==> src/rtl/alu_exec_unit_if.sv <==
// Issue and CDB handshake bundle for the integer execute unit.
// master = reservation station / CDB arbiter side, slave = execute unit.
interface alu_exec_unit_if #(
    parameter int ROB_IDX_W = 5
);
    logic                 issue_valid;
    logic                 issue_ready;
    logic [ROB_IDX_W-1:0] issue_rob_idx;
    logic                 issue_is_cmp;
    logic [2:0]           issue_aluop;
    logic [2:0]           issue_cmpop;
    logic                 issue_op1_sel;
    logic                 issue_op2_sel;
    logic [31:0]          issue_rs1_v;
    logic [31:0]          issue_rs2_v;
    logic [31:0]          issue_imm;
    logic [31:0]          issue_pc;
    logic                 cdb_req;
    logic                 cdb_grant;
    logic [ROB_IDX_W-1:0] cdb_rob_idx;
    logic [31:0]          cdb_value;

    modport master (
        output issue_valid, issue_rob_idx, issue_is_cmp, issue_aluop, issue_cmpop,
               issue_op1_sel, issue_op2_sel, issue_rs1_v, issue_rs2_v, issue_imm,
               issue_pc, cdb_grant,
        input  issue_ready, cdb_req, cdb_rob_idx, cdb_value
    );

    modport slave (
        input  issue_valid, issue_rob_idx, issue_is_cmp, issue_aluop, issue_cmpop,
               issue_op1_sel, issue_op2_sel, issue_rs1_v, issue_rs2_v, issue_imm,
               issue_pc, cdb_grant,
        output issue_ready, cdb_req, cdb_rob_idx, cdb_value
    );
endinterface

==> src/rtl/alu_exec_unit.sv <==
// RV32I integer execute unit: combinational ALU/compare at issue, results
// queued in a small FIFO until the CDB arbiter grants a broadcast.
module alu_exec_unit #(
    parameter int ROB_IDX_W = 5,
    parameter int DEPTH     = 2
) (
    input  logic           clk,
    input  logic           rst,
    input  logic           flush,
    alu_exec_unit_if.slave bus
);
    localparam int PTR_W = $clog2(DEPTH);
    localparam int CNT_W = $clog2(DEPTH + 1);
    localparam logic [CNT_W-1:0] CNT_FULL = CNT_W'(DEPTH);

    typedef enum logic [2:0] {
        ALU_ADD = 3'b000, ALU_SLL = 3'b001, ALU_SRA = 3'b010, ALU_SUB = 3'b011,
        ALU_XOR = 3'b100, ALU_SRL = 3'b101, ALU_OR  = 3'b110, ALU_AND = 3'b111
    } alu_op_e;

    typedef enum logic [2:0] {
        CMP_BEQ = 3'b000, CMP_BNE = 3'b001, CMP_SLT  = 3'b010, CMP_SLTU = 3'b011,
        CMP_BLT = 3'b100, CMP_BGE = 3'b101, CMP_BLTU = 3'b110, CMP_BGEU = 3'b111
    } cmp_op_e;

    logic [31:0] op_a, op_b, alu_res, result;
    logic [4:0]  shamt;
    logic        cmp_bit, lt_s, lt_u, eq;

    always_comb begin
        op_a    = bus.issue_op1_sel ? bus.issue_pc  : bus.issue_rs1_v;
        op_b    = bus.issue_op2_sel ? bus.issue_imm : bus.issue_rs2_v;
        shamt   = op_b[4:0];
        lt_s    = $signed(op_a) < $signed(op_b);
        lt_u    = op_a < op_b;
        eq      = op_a == op_b;
        alu_res = '0;
        cmp_bit = 1'b0;
        case (alu_op_e'(bus.issue_aluop))
            ALU_ADD: alu_res = op_a + op_b;
            ALU_SLL: alu_res = op_a << shamt;
            ALU_SRA: alu_res = $unsigned($signed(op_a) >>> shamt);
            ALU_SUB: alu_res = op_a - op_b;
            ALU_XOR: alu_res = op_a ^ op_b;
            ALU_SRL: alu_res = op_a >> shamt;
            ALU_OR:  alu_res = op_a | op_b;
            ALU_AND: alu_res = op_a & op_b;
            default: alu_res = '0;
        endcase
        case (cmp_op_e'(bus.issue_cmpop))
            CMP_BEQ:  cmp_bit = eq;
            CMP_BNE:  cmp_bit = !eq;
            CMP_SLT:  cmp_bit = lt_s;
            CMP_SLTU: cmp_bit = lt_u;
            CMP_BLT:  cmp_bit = lt_s;
            CMP_BGE:  cmp_bit = !lt_s;
            CMP_BLTU: cmp_bit = lt_u;
            CMP_BGEU: cmp_bit = !lt_u;
            default:  cmp_bit = 1'b0;
        endcase
        result = bus.issue_is_cmp ? {31'b0, cmp_bit} : alu_res;
    end

    logic [ROB_IDX_W-1:0] tag_mem [DEPTH];
    logic [31:0]          val_mem [DEPTH];
    logic [PTR_W-1:0]     wr_ptr, rd_ptr;
    logic [CNT_W-1:0]     count;
    logic                 push, pop;

    // Ready depends on registered count only, so a same-cycle grant cannot
    // open a slot; push and pop together are therefore never seen when full.
    assign bus.issue_ready = count < CNT_FULL;
    assign bus.cdb_req     = count != '0;
    assign push = bus.issue_valid && bus.issue_ready && !flush;
    assign pop  = bus.cdb_req && bus.cdb_grant && !flush;

    assign bus.cdb_rob_idx = bus.cdb_req ? tag_mem[rd_ptr] : '0;
    assign bus.cdb_value   = bus.cdb_req ? val_mem[rd_ptr] : '0;

    always_ff @(posedge clk or posedge rst) begin
        if (rst) begin
            wr_ptr <= '0;
            rd_ptr <= '0;
            count  <= '0;
        end else if (flush) begin
            wr_ptr <= '0;
            rd_ptr <= '0;
            count  <= '0;
        end else begin
            if (push) wr_ptr <= wr_ptr + PTR_W'(1);
            if (pop)  rd_ptr <= rd_ptr + PTR_W'(1);
            case ({push, pop})
                2'b10:   count <= count + CNT_W'(1);
                2'b01:   count <= count - CNT_W'(1);
                default: count <= count;
            endcase
        end
    end

    // Storage needs no reset: entries are only visible while count covers them.
    always_ff @(posedge clk) begin
        if (push) begin
            tag_mem[wr_ptr] <= bus.issue_rob_idx;
            val_mem[wr_ptr] <= result;
        end
    end
endmodule

==> src/flat_wrapper.sv <==
// flat-port wrapper written by rule: the top's interface ports become plain ports
module alu_exec_unit_flat 
#(
    parameter int ROB_IDX_W = 5,
    parameter int DEPTH     = 2
)
  (clk, rst, flush, bus_issue_valid, bus_issue_rob_idx, bus_issue_is_cmp, bus_issue_aluop, bus_issue_cmpop, bus_issue_op1_sel, bus_issue_op2_sel, bus_issue_rs1_v, bus_issue_rs2_v, bus_issue_imm, bus_issue_pc, bus_cdb_grant, bus_issue_ready, bus_cdb_req, bus_cdb_rob_idx, bus_cdb_value);
  alu_exec_unit_if #(.ROB_IDX_W(ROB_IDX_W)) bus_i ();
  input  logic clk;
  input  logic rst;
  input  logic flush;
  input wire logic [$bits(bus_i.issue_valid)-1:0] bus_issue_valid;
  input wire logic [$bits(bus_i.issue_rob_idx)-1:0] bus_issue_rob_idx;
  input wire logic [$bits(bus_i.issue_is_cmp)-1:0] bus_issue_is_cmp;
  input wire logic [$bits(bus_i.issue_aluop)-1:0] bus_issue_aluop;
  input wire logic [$bits(bus_i.issue_cmpop)-1:0] bus_issue_cmpop;
  input wire logic [$bits(bus_i.issue_op1_sel)-1:0] bus_issue_op1_sel;
  input wire logic [$bits(bus_i.issue_op2_sel)-1:0] bus_issue_op2_sel;
  input wire logic [$bits(bus_i.issue_rs1_v)-1:0] bus_issue_rs1_v;
  input wire logic [$bits(bus_i.issue_rs2_v)-1:0] bus_issue_rs2_v;
  input wire logic [$bits(bus_i.issue_imm)-1:0] bus_issue_imm;
  input wire logic [$bits(bus_i.issue_pc)-1:0] bus_issue_pc;
  input wire logic [$bits(bus_i.cdb_grant)-1:0] bus_cdb_grant;
  output wire logic [$bits(bus_i.issue_ready)-1:0] bus_issue_ready;
  output wire logic [$bits(bus_i.cdb_req)-1:0] bus_cdb_req;
  output wire logic [$bits(bus_i.cdb_rob_idx)-1:0] bus_cdb_rob_idx;
  output wire logic [$bits(bus_i.cdb_value)-1:0] bus_cdb_value;
  assign bus_i.issue_valid = bus_issue_valid;
  assign bus_i.issue_rob_idx = bus_issue_rob_idx;
  assign bus_i.issue_is_cmp = bus_issue_is_cmp;
  assign bus_i.issue_aluop = bus_issue_aluop;
  assign bus_i.issue_cmpop = bus_issue_cmpop;
  assign bus_i.issue_op1_sel = bus_issue_op1_sel;
  assign bus_i.issue_op2_sel = bus_issue_op2_sel;
  assign bus_i.issue_rs1_v = bus_issue_rs1_v;
  assign bus_i.issue_rs2_v = bus_issue_rs2_v;
  assign bus_i.issue_imm = bus_issue_imm;
  assign bus_i.issue_pc = bus_issue_pc;
  assign bus_i.cdb_grant = bus_cdb_grant;
  assign bus_issue_ready = bus_i.issue_ready;
  assign bus_cdb_req = bus_i.cdb_req;
  assign bus_cdb_rob_idx = bus_i.cdb_rob_idx;
  assign bus_cdb_value = bus_i.cdb_value;
  alu_exec_unit #(.ROB_IDX_W(ROB_IDX_W), .DEPTH(DEPTH)) u_core (.clk(clk), .rst(rst), .flush(flush), .bus(bus_i));
endmodule
==> config.mk <==
export PLATFORM = sky130hd
export DESIGN_NAME = alu_exec_unit_flat
export DESIGN_NICKNAME = d
export VERILOG_FILES = /design/src/rtl/alu_exec_unit_if.sv /design/src/rtl/alu_exec_unit.sv /design/src/flat_wrapper.sv
export SDC_FILE = /design/constraint.sdc
export NUM_CORES = 1
export LEC_CHECK = 0
export BUFFER_PORTS_ARGS = -buffer_cell sky130_fd_sc_hd__buf_2
export CORE_MARGIN = 2
export CORE_UTILIZATION = 54
export CTS_CLUSTER_SIZE = 40
export DETAILED_ROUTE_END_ITERATION = 10
export HOLD_SLACK_MARGIN = 0.06
export PLACE_DENSITY = 0.79
export SLEW_MARGIN = 25
export SYNTH_ARGS = -nofsm -noshare
export SYNTH_HDL_FRONTEND = slang
export SYNTH_SLANG_ARGS = --single-unit
==> constraint.sdc <==
create_clock -name clk -period 3.8 [get_ports clk]
set_clock_uncertainty 0.05 [all_clocks]
set_input_delay 0.57 -clock clk [delete_from_list [all_inputs] [get_ports clk]]
set_output_delay 0.57 -clock clk [all_outputs]
set_load 0.01 [all_outputs]
# [Word level (Yosys, flattened, before mapping)]
# Memories as Yosys holds them, arrays and structs flattened.
# Index checks and enable logic that the tools add are counted.
# Widths: inputs -> output; s select.
[word_totals] in_bits=147 n_memories=2 regBits=4 word_cells=68 mem_bits_rw=74
[memory_table] memory="u_core.val_mem" words=2 word_bits=32 rd=1 rd_clocked_by_memory_dff=0 wr=1 line="alu_exec_unit.sv:65" text="logic [31:0] val_mem [DEPTH];"
[memory_table] memory="u_core.tag_mem" words=2 word_bits=5 rd=1 rd_clocked_by_memory_dff=0 wr=1 line="alu_exec_unit.sv:64" text="logic [ROB_IDX_W-1:0] tag_mem [DEPTH];"
[classes] bitwise=3 order_cmp=3 n_mux=15 add_sub_neg=6 n_reduce_logical=16 n_eq_ne=17 shift=3
[ops] cell="$pmux 32 s8" count=1
[ops] cell="$mux 32" count=4
[ops] cell="$lt 32x32->1" count=2
[ops] cell="$add 32x32->32" count=1
[ops] cell="$and 32x32->32" count=1
[ops] cell="$eq 32x32->1" count=1
[ops] cell="$or 32x32->32" count=1
[ops] cell="$shl 32x5->32" count=1
[ops] cell="$shr 32x5->32" count=1
[ops] cell="$sshr 32x5->32" count=1
[ops] cell="$sub 32x32->32" count=1
[ops] cell="$xor 32x32->32" count=1
[ops] cell="$eq 3x3->1 const B" count=8
[ops] cell="$eq 3x2->1 const B" count=4
[ops] cell="$eq 3x1->1 const B" count=2
[ops] cell="$logic_not 3->1" count=2
[ops] cell="$mux 1" count=6
[ops] cell="$pmux 1 s6" count=1
[ops] cell="$reduce_bool 2->1" count=3
[ops] cell="$mux 5" count=1
[ops] cell="$logic_and 1x1->1" count=4
[ops] cell="$logic_not 1->1" count=4
[ops] cell="$pmux 2 s2" count=1
[ops] cell="$reduce_or 2->1" count=2
[ops] cell="other kinds (8)" count=9

# [Logic depth before layout (Yosys ltp)]
# Gate-level depths: netlist (run 1).
[logic_depth] depth_word=6 depth_mapped=18 depth_no_buf=14

# [Least setup slack after synthesis (run 1)]
# No wires, ideal clock.
[synth_timing] path_type="input-to-reg" start="in bus_issue_op2_sel" end="mem u_core.val_mem[0][27], data pin" required_ns=3.566 cell_stages=17 path_slack_ns=-0.982 arrival_time_ns=4.548 setup_time_ns=0.184 n_path_buf=5 path_cell_list="buf_4 -> buf_2 -> mux2i_1 -> clkbuf_1 -> clkbuf_1 -> buf_1 -> ha_1 -> inv_2 -> a21o_1 -> a221o_1 -> a311oi_4 -> a31oi_1 -> or3_4 -> a31oi_4 -> xnor2_1 -> a211oi_2 -> a211oi_1"
[synth_between] elab_chain_cells=4 word_cells_on_any_way=11 classes_between="add/sub: 2; shift: 3; mux: 3; bitwise: 3"
[synth_lines] element="start: declaration" line="flat_wrapper.sv:18" text="input wire logic [$bits(bus_i.issue_op2_sel)-1:0] bus_issue_op2_sel;"
[synth_lines] element="$mux 32 *" line="alu_exec_unit.sv:32" text="op_b = bus.issue_op2_sel ? bus.issue_imm : bus.issue_rs2_v;"
[synth_lines] element="$sub 32x32->32 (tied with other cells)" line="alu_exec_unit.sv:43" text="ALU_SUB: alu_res = op_a - op_b;"
[synth_lines] element="$pmux 32 s8 *" line="alu_exec_unit.sv:39" text="case (alu_op_e'(bus.issue_aluop))"
[synth_lines] element="$mux 32 *" line="alu_exec_unit.sv:61" text="result = bus.issue_is_cmp ? {31'b0, cmp_bit} : alu_res;"
[synth_lines] element="via u_core.result[27]" line="alu_exec_unit.sv:26" text="logic [31:0] op_a, op_b, alu_res, result;"
[synth_lines] element="end: declaration" line="alu_exec_unit.sv:65"
# The timed path passes the listed nets; every way through them passes the cells marked *.

# [Worst setup path after layout (run 1)]
[layout_timing] start="in bus_issue_op2_sel" end="mem u_core.val_mem[1][15], data pin"
# The elaborated chain is that of the path after synthesis.

==> results.md, run 1 <==
- Slowest-stage cell, CP: a32oi_1
- Clock Tree Buf Depth: 2
- Post-synth EDFFs: 74
- Nets: between 2,000 and 2,500
- Core area: about 23,000 um^2
- WL met1: 21,470 um
- Global route total overflow: 0
- Final hold slack: between 0.3 and 0.4 ns
- Num ports: 186
- Fill cell count: about 1,700
- #FFs+latches synth: between 70 and 80
- Power per cell area: ~300 nW/um^2
- Vias in the first global route: roughly 14,000
- Max incr delay on CP: between 0.4 and 0.5 ns
- Most frequently used flop master after synthesis: edfxtp_1
- Non-Filler Instances: 2,424
- Post-route cell area: approximately 17,000 um^2
- Top delay family on crit path: compound AO/OA/AOI/OAI gates
- Drt wl/cell: around 22 um
- Sequential element share of the synthesized area: 0.1866
- Max-slew headroom: 0.5080
- CP startpoint kind: input pin
- Chip width: 155.8 um
- CTS tree: done
- Share of cells above drive strength 1: 0.3293
- Max-cap viol count: 0
- Synthesis Warnings: 0
- Final Hold Violating Endpoints: 0
- Die area: approximately 24,000 um^2
- Mean number of vias per cell: approximately 6.3
- Multi-input gate area: around 9600 um^2
- Leak: between 0.007 and 0.008 uW
- Area growth syn-to-layout: 36.65%
- Critical path peak fanout: 30
- Port Buffers: approximately 190
- Register Area: ~2300 um^2
- Area share of the largest cell type after synthesis: 0.1785
- Max H-tree Level: 3
- CP Cell Sequence: buf_6 -> mux2i_4 -> inv_4 -> buf_4 -> buf_6 -> mux2i_1 -> mux2i_1 -> a21oi_1 -> mux2_2 -> nand2_1 -> a32oi_1 -> a221oi_1 -> a21oi_1
- Detailed Route Iter0 Violations: between 1,500 and 2,000
- Synth async-reset ratio: 0.05128
- Tmin final: roughly 3.8 ns
- Initial antenna violation count: 2
- Met3 WL post-DR: 5833 um
- Cell count after placement: 2,403
- Uppermost layer routed: met4
- Avg Synthesized Cell Area: between 7 and 8 um^2
- Die Height: 155.8 um
- Setup CP Type: input pin to flip-flop
- Peak VDD IR: slightly above 0.3 mV
- Achievable frequency: roughly 0.27 GHz
- Status: complete, no violations
- Cells after synthesis: 1,662
- Worst-Margin Slew: about 0.74 ns
- Syn Nets: about 1,900
- Post-route ant nets: 0
- Cell type with the largest total area after synthesis: edfxtp_1
- Most instantiated cells after synthesis: nand2_1 (197), nor2_1 (176), mux2i_1 (175)
- Aggregate routed wire length: approximately 54,000 um
- Post-Syn Area: between 10,000 and 15,000 um^2
- Post-DP Area: 16,330 um^2
- Num CTS Buffers: 9
- CP Data Required Time: 3.89 ns
- Synth top area cells: edfxtp_1 (18%), mux2i_1 (14%), ha_1 (9.9%)
- Worst-path clk slew: around 0.060 ns
- Via Count: 15,220
- Clk Tree Root Cell: clkbuf_16
- GRT Overall Usage: 0.4298
- Count leader, synth: nand2_1
- Final setup vio count: 0
- Clock Sinks: 78
- Tcrit/Tclk final: 0.9901
- GP Congestion: 1.077
- CP bufs+invs: 4
- DRC errors left: 0
- Final Max Slew Viols: 0
- Largest net degree at the start of global routing: 60
- Clk_lat worst skew: between 0.3 and 0.4 ns
- First-pass GRT wire length: 80,670 um
- Arrival time at the worst endpoint: between 3 and 4 ns
- Synth cell types: 76
- Starting density of the core: 0.5497
- Detailed-placement wirelength estimate: roughly 43,000 um
- Worst hold path type: input pin to flip-flop
- # rows: between 50 and 60
- Pre-antenna DRT Iters: 8
- Post-layout util: 0.7512
- WL met2: 23,970 um
- CP Capture Type: flip-flop
-- area by class of cell --
| cell class | count | share of cell area |
|---|---|---|
| Timing Repair Buffer | 583 | 0.2350 |
| Clock buffer | 10 | 0.01346 |
| Antenna cell | 1 | 0.0001471 |
| Multi-Input combinational cell | 1360 | 0.5647 |
| Clock inverter | 6 | 0.006474 |
| Tap cell | 285 | 0.02097 |
| Inverter | 101 | 0.02259 |
| Sequential cell | 78 | 0.1366 |
-- report_power, final --
group / switching [uW] / total (uW) / internal, uW
logic: 1750 / 3110 / 1360
clock network: 327 / 967 / 640
registers: 24.3 / 1030 / 1010
total: 2110 / 5110 / 3010
-- cells in the final DEF, fill, tap and decap left out, types with 6 or more instances in the layout --
cell,count
buf_4,388
nand2_1,197
buf_2,183
nor2_1,173
mux2i_1,161
o21ai_0,143
a21oi_1,137
inv_1,94
ha_1,93
edfxtp_1,74
xnor2_1,32
a211oi_1,27
nand3_1,26
nor3_1,26
o211ai_1,23
o21bai_1,20
a221oi_1,19
a21o_1,17
a31oi_1,16
mux2i_2,14
nand4_1,13
xor2_1,11
mux2i_4,11
o221ai_1,11
nor2b_1,10
nor4_1,10
mux2_2,10
o22ai_1,9
clkbuf_16,9
a22oi_1,8
and3_1,7
o31ai_1,7
buf_6,7
a211oi_2,6
a221o_1,6
-- per-stage QoR --
stage | setup slack (ns) | power (uW) | TNS [ns]
floorplan | -0.4777 | 2687 | -7.824
global placement | -0.4928 | 3920 | -13.69
detailed placement | -0.5629 | 3968 | -16.63
CTS | -0.007510 | 4965 | -0.01501
global route | -0.1202 | 5351 | -0.6398
finish | 0.03765 | 5112 | 0
-- worst paths after layout --
kind	cells past startpoint	start	to	slack (ns)
max	13	bus_issue_op2_sel	u_core.val_mem[1][15]	0.04
min	1	bus_issue_rob_idx[3]	u_core.tag_mem[0][3]	0.37
max reg2reg	4	u_core.count[1]	u_core.val_mem[1][29]	2.02
min reg2reg	2	u_core.count[1]	u_core.count[0]	0.59
max in group asynchronous	3	rst	u_core.rd_ptr	2.92
min in group asynchronous	3	rst	u_core.count[1]	0.62
-- repair_timing --
item                       CTS  global route
gates resized for setup     20            45
setup buffers                2             1
hold endpoints to repair     4             0
cloned                       0             0
hold buffers                 1             0
pin swaps                    1            18
setup endpoints to repair   26            46
-- flip-flops by register name (all words and copies together) (netlist names) --
| register | flops |
|---|---|
| u_core.tag_mem | 10 |
| u_core.wr_ptr | 1 |
| u_core.val_mem | 64 |
| u_core.rd_ptr | 1 |
| u_core.count | 2 |
-- worst register-to-register path, delay by kind of cell (launching register included) --
| kind | cells | cell delay, ns |
|---|---|---|
| buf+inv | 2 | 0.53 |
| flops | 1 | 0.43 |
| simple gates | 2 | 0.40 |
-- per-layer routing --
metal,GRT usage,vias up
met5,0,-
met4,0.1765,0
met3,0.09139,187
met2,0.6972,991
met1,0.5572,7046
li1,-,6997
-- cells by family after synthesis --
kind of cell | synth area share
muxes | 0.1695
and+or+nand+nor | 0.1710
AOI/OAI and AO/OA | 0.2661
adders and majority gates | 0.1017
xor gates and xnor gates | 0.03026
buffers and inverters | 0.07480
DFF | 0.1866
Power figures use the tool's default switching activity.
==> run 2: changes to the inputs <==
Settings changed: CAP_MARGIN set to 20, CELL_PAD_IN_SITES_DETAIL_PLACEMENT set to 1, CELL_PAD_IN_SITES_GLOBAL_PLACEMENT set to 2, CORE_UTILIZATION 54 to 31, PLACE_DENSITY 0.79 to unset, PLACE_DENSITY_LB_ADDON set to 0.1.
==> results.md, run 2 (synthesized netlist as in run 1, its figures left out) <==
- Status: finished, violations left
- Failing checks: negative setup slack
- Commonest non-fill, non-tap cell in the layout: buf_4
- Register Area: 2323 um^2 (unchanged)
- Power per cell area: 292.3 nW/um^2 (-2.7%)
- CP bufs+invs: 5 (+1)
- Area growth syn-to-layout: 47.71%
- CP startpoint kind: input pin
- Top flop regs: u_core.val_mem: 64 flops, u_core.tag_mem: 10 flops, u_core.count: 2 flops
- Worst hold path type: input pin to flip-flop
- Tmin final: 3.811 ns (+0.04900 ns)
- CTS tree: done
- Worst-path clk slew: 0.06 ns (about the same)
- Cell count after placement: 2,703 (+12%)
- Num CTS Buffers: 9 (unchanged)
- Die Height: 204.4 um (+31%)
- Chip width: 204.4 um (+31%)
- Final Hold Violating Endpoints: 0 (unchanged)
- RR Startpoint: u_core.count[1]
- Non-Filler Instances: 2,756 (+14%)
- DRC errors left: 0 (unchanged)
- Achievable frequency: 0.2624 GHz (-1.3%)
- Core area: 39,640 um^2 (+75%)
- Mean number of vias per cell: 5.504 (-12%)
- Post-route ant nets: 0 (unchanged)
- Max FFs per register: 64 (unchanged)
- Slowest-stage cell, CP: a311oi_4
- Pre-antenna DRT Iters: 5 (-3)
- Hold path cells: 1 (unchanged)
- Vias in the first global route: 15,430 (+7.5%)
- First-pass GRT wire length: 94,390 um (+17%)
- Clock Tree Buf Depth: 2 (unchanged)
- WL met1: 29,400 um (+37%)
- GRT Overall Usage: 0.2994 (-0.1304)
- Drt wl/cell: 23.30 um (+4.8%)
- Setup ws final: -0.01135 ns (-0.04900 ns)
- Top delay family on crit path: compound AO/OA/AOI/OAI gates
- RSZ-0062 raised after global routing: true
- Global route total overflow: 0 (unchanged)
- Setup CP Type: input pin to flip-flop
- Max-slew headroom: 0.4250 (-0.08300)
- R2R setup slack: 2.03 ns (about the same)
- Fill cell count: 4,943 (+190%)
- FF-to-FF path depth: 4 (unchanged)
- Final setup vio count: 2 (+2)
- Most frequent cells in the layout: buf_4 (468), nand2_1 (197), buf_2 (183)
- WL met2: 29,330 um (+22%)
- FF-to-FF End: u_core.val_mem[1][26]
- Biggest register: u_core.val_mem
- Min-delay src: bus_issue_rob_idx[2]
- Max H-tree Level: 3 (unchanged)
- Via Count: 15,170 (-0.34%)
- Met3 WL post-DR: 3161 um (-46%)
- Detailed-placement wirelength estimate: 52,730 um (+23%)
- Nets: 2,472 (+3.9%)
- Port Buffers: 185 (unchanged)
- Post-layout util: 0.4638 (-0.2874)
- Total power: 5374 uW (+5.1%)
- Initial antenna violation count: 3 (+1)
- Tcrit/Tclk final: 1.003 (+0.01289)
- CP Cell Sequence: buf_12 -> buf_8 -> mux2i_4 -> buf_4 -> ha_1 -> o21ba_2 -> nor2_1 -> a221o_1 -> a311oi_4 -> buf_4 -> nand3_1 -> a31oi_2 -> xnor2_1 -> a221oi_2 -> buf_4 -> a211oi_2
- Worst-Margin Slew: 0.8626 ns (+0.1245 ns)
- Aggregate routed wire length: 64,210 um (+19%)
- # rows: 73 (+33%)
- Hold EP: u_core.tag_mem[0][2]
- Final Max Slew Viols: 0 (unchanged)
- Num ports: 186 (unchanged)
- Detailed Route Iter0 Violations: 987 (-42%)
- Peak VDD IR: 0.2945 mV (-4.3%)
- Die area: 41,770 um^2 (+72%)
- CP Capture Type: flip-flop
- Clk_lat worst skew: 0.34 ns (about the same)
- Leak: 0.008442 uW (+6.8%)
- Max-cap viol count: 0 (unchanged)
- Arrival time at the worst endpoint: 3.82 ns (-0.04 ns)
- Max incr delay on CP: 0.45 ns (-0.03 ns)
- Cell mode on critical path: buf_4
- Setup slack at placement: -1.071 ns (-0.5079 ns)
- Starting density of the core: 0.3140 (-0.2357)
- Clk Tree Root Cell: clkbuf_16
- Uppermost layer routed: met4
- GP Congestion: 0.9918 (-7.9%)
- CP Data Required Time: 3.81 ns (-0.08 ns)
- Clock Sinks: 78 (unchanged)
- Share of cells above drive strength 1: 0.3710 (+0.04174)
- Multi-input gate area: 9887 um^2 (+2.9%)
- Largest net degree at the start of global routing: 58 (-3.3%)
- Critical path peak fanout: 16 (-47%)
- Final hold slack: 0.3725 ns (-0.001314 ns)
[run 2: cell types whose count changed in the layout (fill, tap and decap cells not counted), sizes merged]
cell,change
buf,+90
inv,+1
diode,+1
bufinv,-1
clkbuf,+1
[run 2: where the power goes]
group          total, uW  internal (uW)  switching, uW
combinational       3450           1520           1930
sequential          1020           1010           19.4
clock                897            570            327
total               5370           3100           2280
[run 2: area by class of cell]
| type | count | area share |
|---|---|---|
| Antenna cell | 2 | 0.0002722 |
| Clock inverter | 6 | 0.004696 |
| Multi-Input combinational cell | 1360 | 0.5378 |
| Timing Repair Buffer | 675 | 0.2620 |
| Clock buffer | 9 | 0.01225 |
| Sequential cell | 78 | 0.1264 |
| Inverter | 101 | 0.02089 |
| Tap cell | 525 | 0.03573 |
[run 2: how the worst max path moves through the flow]
stage,from,to,cells past startpoint
final,bus_issue_op2_sel,u_core.val_mem[1][17],16
after global routing,bus_issue_op2_sel,u_core.val_mem[0][17],16
after CTS,bus_issue_op2_sel,u_core.val_mem[0][30],18
after detailed placement,bus_issue_op1_sel,u_core.val_mem[1][0],15
after global placement,bus_issue_op2_sel,u_core.val_mem[0][0],15
after floorplan,bus_issue_op2_sel,u_core.val_mem[0][28],18
[run 2: through the flow]
stage / area, um^2 / TNS (ns)
2_1_floorplan: 12690 / -7.824
3_3_place_gp: 17080 / -24.28
3_5_place_dp: 17080 / -28.09
4_1_cts: 17770 / 0
5_1_grt: 18380 / -1.040
6_report: 18380 / -0.02270
[run 2: what timing repair did]
action                                  in CTS  in global routing
gates cloned                                 0                  2
buffers inserted                            10                 23
endpoints found under the setup margin      40                 40
pin swaps                                   23                 34
hold buffers                                 1                  0
gates resized for setup                     57                 67
hold endpoints to repair                     4                  0
[run 2: metal layers]
metal,GRT usage,up-vias
li1,-,7164
met1,0.4118,7479
met2,0.4828,428
met3,0.02679,98
met4,0.1180,0
met5,0,-
==> run 3: changes to the inputs <==
Settings changed: CELL_PAD_IN_SITES_DETAIL_PLACEMENT 1 to 2.
==> results.md, run 3 (synthesized netlist as in run 1, its figures left out) <==
- Final Max Slew Viols: 0 (unchanged)
- Worst-path clk slew: 0.06 ns (about the same)
- Aggregate routed wire length: 75,010 um (+17%)
- Leak: 0.008499 uW (+0.68%)
- GRT Overall Usage: 0.3409 (+0.04147)
- Die area: 41,770 um^2 (unchanged)
- Commonest non-fill, non-tap cell in the layout: buf_4
- Die Height: 204.4 um (unchanged)
- Critical path peak fanout: 8 (-8)
- Nets: 2,479 (+0.28%)
- # rows: 73 (unchanged)
- Total power: 5603 uW (+4.3%)
- Biggest register: u_core.val_mem
- Arrival time at the worst endpoint: 3.99 ns (+0.17 ns)
- Tmin final: 3.930 ns (+0.1187 ns)
- Worst hold path type: input pin to flip-flop
- Final Hold Violating Endpoints: 0 (unchanged)
- Post-layout util: 0.4697 (+0.005902)
- Final hold slack: 0.3713 ns (-0.001226 ns)
- Final setup vio count: 20 (+18)
- First-pass GRT wire length: 107,400 um (+14%)
- ANT cells: 0 (-2)
- GP Congestion: 0.9918 (unchanged)
- Clock Sinks: 78 (unchanged)
- Fill cell count: 4,543 (-8.1%)
- Peak VDD IR: 0.2260 mV (-23%)
- Starting density of the core: 0.3140 (unchanged)
- Largest net degree at the start of global routing: 58 (unchanged)
- Vias in the first global route: 17,100 (+11%)
- Clk Tree Root Cell: clkbuf_16
- Most frequent cells in the layout: buf_4 (473), nand2_1 (196), buf_2 (183)
- Max FFs per register: 64 (unchanged)
- Area growth syn-to-layout: 49.59%
- Detailed Route Iter0 Violations: 1,176 (+19%)
- Worst-Margin Slew: 0.8017 ns (-0.06086 ns)
- Setup ws final: -0.1301 ns (-0.1187 ns)
- Power per cell area: 301.0 nW/um^2 (+3.0%)
- Num CTS Buffers: 9 (unchanged)
- Port Buffers: 185 (unchanged)
- Chip width: 204.4 um (unchanged)
- DRC errors left: 0 (unchanged)
- Post-route ant nets: 0 (unchanged)
- Detailed-placement wirelength estimate: 58,210 um (+10%)
- Mean number of vias per cell: 5.776 (+4.9%)
- CP Capture Type: flip-flop
- Register Area: 2323 um^2 (unchanged)
- Tcrit/Tclk final: 1.034 (+0.03124)
- Clk_lat worst skew: 0.34 ns (about the same)
- Clock Tree Buf Depth: 2 (unchanged)
- Max-slew headroom: 0.4655 (+0.04057)
- Share of cells above drive strength 1: 0.3862 (+0.01521)
- RSZ-0062 raised after global routing: true
- Core area: 39,640 um^2 (unchanged)
- Achievable frequency: 0.2544 GHz (-3.0%)
- Top flop regs: u_core.val_mem: 64 flops, u_core.tag_mem: 10 flops, u_core.count: 2 flops
- Setup CP Type: input pin to flip-flop
- Status: finished, violations left
- CP startpoint kind: input pin
- CTS tree: done
- Drt wl/cell: 27.16 um (+17%)
- Num ports: 186 (unchanged)
- Multi-input gate area: 10,080 um^2 (+2.0%)
- Via Count: 15,950 (+5.2%)
- Max-cap viol count: 0 (unchanged)
- Global route total overflow: 0 (unchanged)
- CP Data Required Time: 3.86 ns (+0.05 ns)
- Failing checks: negative setup slack
- Pre-antenna DRT Iters: 5 (unchanged)
- Max H-tree Level: 3 (unchanged)
- Initial antenna violation count: 1 (-2)
==> run 3: path summary, 6_finish.rpt <==
path                                               to  cells past startpoint                 start  slack, ns
worst max-delay path             u_core.val_mem[0][9]                     17     bus_issue_op2_sel      -0.13
worst min-delay path             u_core.tag_mem[1][2]                      1  bus_issue_rob_idx[2]       0.37
worst max register to register  u_core.val_mem[1][28]                      4       u_core.count[1]       2.01
worst min register to register          u_core.wr_ptr                      2         u_core.wr_ptr       0.58
max in group asynchronous               u_core.rd_ptr                      3                   rst       2.90
min in group asynchronous               u_core.wr_ptr                      3                   rst       0.63
==> run 3: power by group <==
part	leakage, uW	total [uW]	switching [uW]	internal [uW]
Combinational	0.00762	3710	2140	1570
Clock	0.000136	867	354	513
Sequential	0.000742	1030	22.6	1010
==> run 3: final cells by class <==
cell class	count	area share
Clock buffer	10	0.01230
Multi-Input combinational cell	1360	0.5415
Timing Repair Buffer	682	0.2618
Sequential cell	78	0.1248
Inverter	101	0.02063
Clock inverter	6	0.003763
Tap cell	525	0.03528
==> run 3: layer usage <==
layer | share of wire | vias to the layer above | GRT usage | routed length (um)
li1 | - | 7169 | - | -
met1 | 0.43 | 8147 | 0.4484 | 32500
met2 | 0.49 | 495 | 0.5969 | 36810
met3 | 0.039 | 143 | 0.01929 | 2910
met4 | 0.037 | 0 | 0.1058 | 2795
met5 | 0 | - | 0 | 0
==> run 3: repair_timing <==
action | 4_1_cts | 5_1_grt
setup endpoints to repair | 46 | 46
pin swaps | 38 | 45
gates cloned | 1 | 0
resized for setup | 83 | 86
buffers inserted | 32 | 10
hold buffers | 1 | 0
hold endpoints to repair | 4 | 0
==> run 3: critical path, stage by stage <==
cell and delay (ns):
buf_12 0.09, buf_12 0.16, buf_6 0.17, mux2i_4 0.35
ha_4 0.18, buf_4 0.12, inv_1 0.09, a221o_1 0.44
buf_4 0.18, a211oi_2 0.30, nor2_1 0.10, nor2_1 0.18
o21bai_1 0.12, xnor2_1 0.15, a221oi_1 0.39, a221oi_2 0.19
buf_4 0.18
==> run 3: per-stage QoR <==
stage	worst slack, ns	instances	area [um^2]	setup TNS (ns)
after floorplan	-0.4777	1662	12690	-7.824
after global placement	-1.076	2703	17080	-24.28
after detailed placement	-1.245	2703	17080	-35.45
after CTS	-0.04755	2752	18130	-0.2246
after global routing	-0.1869	2762	18620	-2.658
final	-0.1301	2762	18620	-0.9172
